## config.mk

```make
export PLATFORM = sky130hd
export DESIGN_NAME = grid_loader
export DESIGN_NICKNAME = d
export VERILOG_FILES = /design/src/rtl/grid_loader.sv
export SDC_FILE = /design/constraint.sdc
export NUM_CORES = 1
export LEC_CHECK = 0
export CAP_MARGIN = 0
export CORE_MARGIN = 3
export CORE_UTILIZATION = 47
export DETAILED_ROUTE_END_ITERATION = 6
export HOLD_SLACK_MARGIN = 0.1
export PLACE_DENSITY = 0.87
export SETUP_SLACK_MARGIN = 0.15
export SKIP_CTS_REPAIR_TIMING = 1
export SYNTH_ARGS = -nofsm -noshare
export SYNTH_HDL_FRONTEND = slang
export SYNTH_SLANG_ARGS = --single-unit
```

## constraint.sdc

```tcl
create_clock -name clk -period 5.64 [get_ports clk]
set_clock_uncertainty 0.05 [all_clocks]
set_input_delay 0.846 -clock clk [delete_from_list [all_inputs] [get_ports clk]]
set_output_delay 0.846 -clock clk [all_outputs]
set_load 0.02 [all_outputs]
```

## src/rtl/grid_loader.sv

```systemverilog
// grid_loader: streams an ASCII '@'/'.' puzzle text into a WIDTH x DEPTH bit grid.
// Optional feature: define GRID_LOADER_CR_SKIP_EN to accept and ignore carriage returns (0x0D).
module grid_loader #(
   parameter int WIDTH = 16,
   parameter int DEPTH = 16
) (
   input  logic                               clk,
   input  logic                               reset,
   input  logic                               clear,
   input  logic                               in_valid,
   input  logic [7:0]                         in_char,
   input  logic                               in_last,
   output logic                               in_ready,
   output logic [WIDTH-1:0]                   mat [DEPTH-1:0],
   output logic                               load,
   output logic                               grid_valid,
   output logic [$clog2(DEPTH+1)-1:0]         rows,
   output logic [$clog2(WIDTH*DEPTH+1)-1:0]   cell_count,
   output logic                               err
);

   localparam int RW = $clog2(DEPTH+1);
   localparam int CW = $clog2(WIDTH+1);
   localparam int NW = $clog2(WIDTH*DEPTH+1);

   typedef enum logic [1:0] {
      S_ACCEPT = 2'd0,
      S_DONE   = 2'd1,
      S_ERR    = 2'd2
   } state_t;

   state_t            r_state;
   state_t            w_state_nx;
   logic [WIDTH-1:0]  r_mat [DEPTH-1:0];
   logic [RW-1:0]     r_rows;
   logic [RW-1:0]     w_rows_nx;
   logic [CW-1:0]     r_col;
   logic [CW-1:0]     w_col_nx;
   logic [CW-1:0]     w_col_adv;
   logic [NW-1:0]     r_cnt;
   logic [NW-1:0]     w_cnt_nx;
   logic              r_load;
   logic              w_load_nx;
   logic              w_set;
   logic              w_hs;
   logic              w_is_at;
   logic              w_is_dot;
   logic              w_is_nl;
   logic              w_cr_ok;
   logic              w_legal;
   logic              w_close;
   logic              w_done;

   assign w_hs     = in_valid && (r_state == S_ACCEPT);
   assign w_is_at  = (in_char == 8'h40);
   assign w_is_dot = (in_char == 8'h2E);
   assign w_is_nl  = (in_char == 8'h0A);
`ifdef GRID_LOADER_CR_SKIP_EN
   assign w_cr_ok  = (in_char == 8'h0D);
`else
   assign w_cr_ok  = 1'b0;
`endif
   assign w_legal  = ((w_is_at || w_is_dot) && (r_col < CW'(WIDTH))) || w_is_nl || w_cr_ok;

   // A row closes on a newline, or on the final character when the row holds anything.
   assign w_col_adv = (w_is_at || w_is_dot) ? (r_col + CW'(1)) : r_col;
   assign w_close   = (w_is_nl || in_last) && (w_col_adv != {CW{1'b0}});
   assign w_done    = in_last || (w_is_nl && w_close && ((r_rows + RW'(1)) == RW'(DEPTH)));

   // Next-state and next-datapath decode for one handshake
   always_comb begin
      w_state_nx = r_state;
      w_rows_nx  = r_rows;
      w_col_nx   = r_col;
      w_cnt_nx   = r_cnt;
      w_set      = 1'b0;
      w_load_nx  = 1'b0;
      if (w_hs) begin
         if (!w_legal) begin
            w_state_nx = S_ERR;
         end else begin
            w_set     = w_is_at;
            w_cnt_nx  = w_is_at ? (r_cnt + NW'(1)) : r_cnt;
            w_col_nx  = w_close ? {CW{1'b0}} : w_col_adv;
            w_rows_nx = w_close ? (r_rows + RW'(1)) : r_rows;
            if (w_done) begin
               w_state_nx = S_DONE;
               w_load_nx  = 1'b1;
            end else begin
               w_state_nx = S_ACCEPT;
            end
         end
      end else begin
         w_state_nx = r_state;
      end
   end

   // State register; reset outranks clear, both return to ACCEPT
   always_ff @(posedge clk) begin
      if (reset) begin
         r_state <= S_ACCEPT;
      end else if (clear) begin
         r_state <= S_ACCEPT;
      end else begin
         r_state <= w_state_nx;
      end
   end

   // Grid, counters and load strobe
   always_ff @(posedge clk) begin
      if (reset || clear) begin
         r_rows <= {RW{1'b0}};
         r_col  <= {CW{1'b0}};
         r_cnt  <= {NW{1'b0}};
         r_load <= 1'b0;
         for (int r = 0; r < DEPTH; r++) begin
            r_mat[r] <= {WIDTH{1'b0}};
         end
      end else begin
         r_rows <= w_rows_nx;
         r_col  <= w_col_nx;
         r_cnt  <= w_cnt_nx;
         r_load <= w_load_nx;
         for (int r = 0; r < DEPTH; r++) begin
            for (int c = 0; c < WIDTH; c++) begin
               if (w_set && (r_rows == RW'(r)) && (r_col == CW'(c))) begin
                  r_mat[r][c] <= 1'b1;
               end
            end
         end
      end
   end

   assign in_ready   = (r_state == S_ACCEPT);
   assign grid_valid = (r_state == S_DONE);
   assign err        = (r_state == S_ERR);
   assign load       = r_load;
   assign rows       = r_rows;
   assign cell_count = r_cnt;
   assign mat        = r_mat;

endmodule

```

==> results of run 1 <==
==> per-stage QoR <==
step | setup slack (ns) | power (mW) | instance area [um2] | instances | utilization (%)
after floorplan | 3.130 | 2.041 | 9319 | 1046 | -
after global placement | 1.959 | 2.060 | 12310 | 1533 | 64.50
after detailed placement | 1.799 | 2.060 | 12310 | 1533 | 64.50
after CTS | 2.350 | 3.803 | 13180 | 1582 | 69.06
after global routing | 2.052 | 3.888 | 13180 | 1582 | 69.06
final | 2.322 | 3.790 | 13180 | 1582 | 69.06
==> power groups by stage <==
stage,clock [mW],combinational [mW],sequential (mW)
after floorplan,0,0.0335,2.01
after detailed placement,0,0.0523,2.01
final,1.77,0.0530,1.96
after CTS,1.79,0.0525,1.96
after global placement,0,0.0524,2.01
after global routing,1.87,0.0577,1.96
==> worst max-delay path, stage by stage <==
cell and delay [ns]:
clkdlybuf4s50_1 0.47, nor3b_1 0.36, o2111a_1 0.62, nand3b_4 0.14, nor2_1 0.92, a21oi_1 0.22, nor2_1 0.13
==> per-layer routing <==
metal,vias up,global-route usage (%)
met3,84,8.606
met4,0,12.61
met2,419,45.19
met1,4072,32.38
li1,4007,-
met5,-,0
==> logic make-up (layout without fill, tap and decap cells) <==
group / count (synthesis) / after routing / synth area share (%)
compound gates: 291 / 291 / 16.43
fa+ha+maj: 12 / 12 / 1.611
buf+inv: 84 / 360 / 4.095
xor+xnor: 9 / 9 / 0.8459
simple gates: 371 / 371 / 17.19
mux: 1 / 1 / 0.1074
flops: 278 / 278 / 59.72
==> sequential cells by signal, indices dropped and copies added, names as in the netlist <==
name / count
cell_count: 9
load: 1
rows: 5
r_col: 5
r_state: 2
mat: 256
==> layout make-up <==
cell class	instances	area, um2
Multi-Input combinational cell	684	3387
Tap cell	260	325.3
Clock inverter	11	93.84
Inverter	9	33.78
Fill cell	1422	5903
Timing Repair Buffer	302	2995
Clock buffer	38	777.0
Sequential cell	278	5565
==> cell usage in the layout (no fill, tap or decap), drive strengths merged, types with 3 or more instances in the layout <==
cell type / synthesis / final
nand3b: 3 / 3
clkdlybuf4s50: 0 / 286
inv: 8 / 10
dfxtp: 278 / 278
or4: 3 / 3
clkbuf: 46 / 38
xor2: 6 / 6
a21oi: 253 / 253
nand2b: 3 / 3
and2: 4 / 4
o21ai: 10 / 10
and4b: 3 / 3
nor3: 4 / 4
nand2: 37 / 37
nor2: 285 / 285
buf: 29 / 16
clkinv: 1 / 8
nand4: 5 / 5
ha: 12 / 12
o31ai: 17 / 17
xnor2: 3 / 3
nand3: 9 / 9
a211oi: 3 / 3
==> final timing paths <==
path / cells after the start / slack, ns / from / to
worst min-delay path: 2 / 0.41 / mat[247]$_SDFFE_PP0P_ / mat[247]$_SDFFE_PP0P_
worst min register to register: 2 / 0.41 / mat[247]$_SDFFE_PP0P_ / mat[247]$_SDFFE_PP0P_
worst max-delay path: 7 / 2.32 / in_valid / mat[141]$_SDFFE_PP0P_
worst max register to register: 6 / 2.73 / r_state[0]$_SDFFE_PP0P_ / mat[141]$_SDFFE_PP0P_
==> impl_metrics.toml, run 1 <==
[pwr]
static_leakage_power_nw = 4.563
power_switching_mw = 0.8042
power.density_mw_per_mm2 = 287.6
clockPowerShare_pct = 46.8
seqPwrFrac_pct = 51.8
vdd_drop_max_mv = 0.2426
p_int_mw = 2.985
netSwitchingFraction_pct = 21.22
power.combinational.fraction_pct = 1.4

[sta]
finalHoldWorstSlack_ns = 0.4075
final-hold-violation-count = 0
tightest_slew_ns = 1.211
tns_ns = 0
finalCriticalPeriod_ns = 3.318
post-route-period-util_pct = 58.84
timing.slew.headroom_pct = 18.99
rsz_0062_raised_after_global_routing = "no"
fmaxAchievable_mhz = 301.3
setup_viol_count_final = 0
finalMaxSlewViolations = 0

[routing]
drc_errors = 0
wire_per_inst_um = 19.55
routed_via_density = 5.425
drt.antenna.violating_nets = 0
drt_iter0_drc = 520
wirelength_um = 30930
routed-wl-met3_um = 3278
met2WireLength_um = 14550
drt-met1-wl_um = 11750
dr.max_layer_used = "met4"
drt_pass1_iterations = 5
detailroute.via_count = 8582

[floorplanning]
floorplan.die_area_mm2 = 0.02155
core_area_mm2 = 0.01908
ioPinCount = 287
num_rows = 50
initial_utilization_pct = 48.84
fp.dieH_um = 146.8
die-width_um = 146.8

[synth]
netlist.top_cell.by_area = "dfxtp_1"
syn_area_per_cell_um2 = 8.909
synth.area.top_cells = "dfxtp_1, a21oi_1, nor2_1, clkbuf_1, ha_1"
synthesized_flop_and_latch_total = 278
synth-seq-area-share_pct = 59.72
synthesis.instances = 1046
syn_nets = 1071
async_flop_share_pct = 0
synth.most_common_cell = "nor2_1"
synth.cells.most_frequent = "nor2_1, dfxtp_1, a21oi_1"
ys_types = 51
postSynth.topFlopCell = "dfxtp_1"
synth_top_cell_area_share_pct = 59.72
synth_warnings = 0
number_of_flops_mapped_to_enable_cells_by_yosys = 0
synth.cell_area_mm2 = 0.009319

[placement]
place_hpwl_um = 20110
number_of_buffers_added_on_ports = 286
gp_congestion = 0.8825

[grt]
grt_pass1_vias = 8536
initial_antenna_violation_count = 0
grt_first_pass_wirelength_um = 47310
grt.overflow.total = 0
groute.usage.overall_pct = 27.27
grt_max_degree = 108

[clock_tree]
clock_insertion_delay_worst_skew_ns = 0.53
cts_inserted_buffers = 27
h_tree_level_count = 1
clk_pin_slew_ns = 0.06
library_cell_used_as_clock_root_buffer = "clkbuf_16"
clock_path_buffers = 3
tritoncts = "yes"
numClockSinks = 278

[finish]
insertedDiodeCount = 0
areaGrowthSynthToFinish_pct = 41.41
num-nets-final = 1327
layout-drive-gt1-share_pct = 5.825

[worst_setup_path]
path_class = "in2reg"
critical_path.max_fanout = 16
crit_arrival_ns = 3.73
setup.worst_path.start_class = "input pin"
critical_path.endpoint_type = "register"
worst_ep_required_time_ns = 6.05

[flow_run]
timing.max_cap.violations = 0

[outcome]
outcome = "finished, final reports clean"

[min_path]
min-delay-path-class = "reg2reg"
Power figures use the tool's default switching activity.
==> inputs of run 2 (changes only) <==
- CORE_UTILIZATION: 47 -> 42
- PLACE_DENSITY: 0.87 -> 0.83
- clock period: 5.64 -> 2.75 ns (I/O delays scaled with it)
==> impl_metrics.toml, run 2 (synthesized netlist as in run 1, its figures left out) <==
[outcome]
outcome = "finished, final reports clean"

[grt]
initial_antenna_violation_count = 0
grt_pass1_vias = 8385
grt.overflow.total = 0
grt_first_pass_wirelength_um = 46980
groute.usage.overall_pct = 24.30
grt_max_degree = 75

[worst_setup_path]
reg2reg_from = "r_col[1]$_SDFFE_PP0P_"
critical_path.endpoint_type = "register"
worst_ep_required_time_ns = 3.16
path_class = "reg2reg"
worstReg2RegEnd = "rows[3]$_SDFFE_PP0P_"
r2r_setup_slack_ns = 0.25
setup.worst_path.start_class = "register"
crit_arrival_ns = 2.91
worst-r2r-cell-count = 9
critical_path.max_fanout = 8
worstSetupStartpoint = "r_col[1]$_SDFFE_PP0P_"

[sta]
post-route-period-util_pct = 90.75
timing.slew.headroom_pct = 24.75
finalMaxSlewViolations = 0
finalCriticalPeriod_ns = 2.496
tightest_slew_ns = 1.128
setup_viol_count_final = 0
fmaxAchievable_mhz = 400.7
final-hold-violation-count = 0
rsz_0062_raised_after_global_routing = "no"

[finish]
final_cell_mix = "clkdlybuf4s50_1, dfxtp_1, nor2_1"
final_area_mm2 = 0.01362
areaGrowthSynthToFinish_pct = 46.19
mostFrequentLayoutCell = "clkdlybuf4s50_1"
fill_cells = 1668
insertedDiodeCount = 0
num-nets-final = 1351
final_util_pct = 63.60
final-instance-count-excl-fill = 1623
layout-drive-gt1-share_pct = 8.012
largest_register_ff_count = 256

[floorplanning]
die-width_um = 155.0
fp.dieH_um = 155.0
ioPinCount = 287
num_rows = 53
floorplan.die_area_mm2 = 0.02401
core_area_mm2 = 0.02142
initial_utilization_pct = 43.51

[clock_tree]
cts_inserted_buffers = 29
numClockSinks = 278
h_tree_level_count = 1
clk_pin_slew_ns = 0.06
library_cell_used_as_clock_root_buffer = "clkbuf_16"
clock_path_buffers = 3
clock_insertion_delay_worst_skew_ns = 0.54
tritoncts = "yes"

[pwr]
static_leakage_power_nw = 4.770
vdd_drop_max_mv = 0.5446
power_mw = 8.149
power.density_mw_per_mm2 = 598.2

[placement]
place_hpwl_um = 20440
dp.cells = 1570
number_of_buffers_added_on_ports = 286
placed_area_mm2 = 0.01262
gp_congestion = 0.8440

[min_path]
min-delay-path-class = "reg2reg"
min_delay_worst_endpoint = "mat[245]$_SDFFE_PP0P_"
min-delay-start = "mat[245]$_SDFFE_PP0P_"
worst_hold_path.num_cells = 2

[routing]
detailroute.via_count = 8663
drt_pass1_iterations = 5
wire_per_inst_um = 18.92
drc_errors = 0
drt.antenna.violating_nets = 0
drt_iter0_drc = 593
wirelength_um = 30700
routed_via_density = 5.338

[flow_run]
timing.max_cap.violations = 0
[run 2: cell types whose count changed in the layout (fill, tap and decap cells not counted), moves of 2 or more]
| cell | change |
|---|---|
| buf_4 | +12 |
| buf_12 | +10 |
| clkbuf_1 | -3 |
| clkbuf_8 | +3 |
| clkinv_2 | -3 |
| clkbuf_16 | +2 |
| inv_6 | +2 |
| nor2_1 | -2 |
| nor2_2 | +2 |
[run 2: per-layer routing]
| metal | share of wire (%) | up-vias | track usage (%) |
|---|---|---|---|
| met5 | 0 | - | 0 |
| met4 | 2.5 | 0 | 6.812 |
| li1 | - | 4068 | - |
| met1 | 41 | 4110 | 30.35 |
| met3 | 11 | 61 | 8.873 |
| met2 | 46 | 424 | 39.74 |
[run 2: cell type report]
| class | instances | area, um2 | area share [%] |
|---|---|---|---|
| Timing Repair Buffer | 324 | 3286 | 24.12 |
| Clock inverter | 13 | 145.1 | 1.065 |
| Sequential cell | 278 | 5565 | 40.85 |
| Tap cell | 275 | 344.1 | 2.526 |
| Clock buffer | 40 | 857.1 | 6.291 |
| Inverter | 9 | 33.78 | 0.2480 |
| Multi-Input combinational cell | 684 | 3392 | 24.90 |
[run 2: worst max-delay path by stage]
stage,endpoint,slack [ns],cells after the start
floorplan,rows[3]$_SDFFE_PP0P_,0.63,9
global placement,mat[16]$_SDFFE_PP0P_,0.02,8
detailed placement,mat[16]$_SDFFE_PP0P_,-0.05,8
CTS,rows[3]$_SDFFE_PP0P_,0.30,9
global route,rows[3]$_SDFFE_PP0P_,0.15,9
finish,rows[3]$_SDFFE_PP0P_,0.25,9
[run 2: where the power goes]
group	switching (mW)	internal, mW
sequential	0.000997	4.03
clock	1.62	2.38
combinational	0.0828	0.0374
[run 2: through the flow]
step | TNS, ns | worst slack, ns | hold slack, ns
floorplan | 0 | 0.6257 | 0.4348
global placement | 0 | 0.01567 | 0.3836
detailed placement | -0.1240 | -0.05005 | 0.3880
CTS | 0 | 0.3026 | 0.4057
global route | 0 | 0.1512 | 0.4369
finish | 0 | 0.2544 | 0.4029
[run 2: critical path: stages (launching register included)]
cell and delay (ns):
dfxtp_1 0.49, ha_1 0.33, and3_1 0.20, ha_1 0.24, nand2_1 0.09, nor2_1 0.05, o211ai_1 0.09, nand3_1 0.22
or4_1 0.51, a21oi_1 0.16
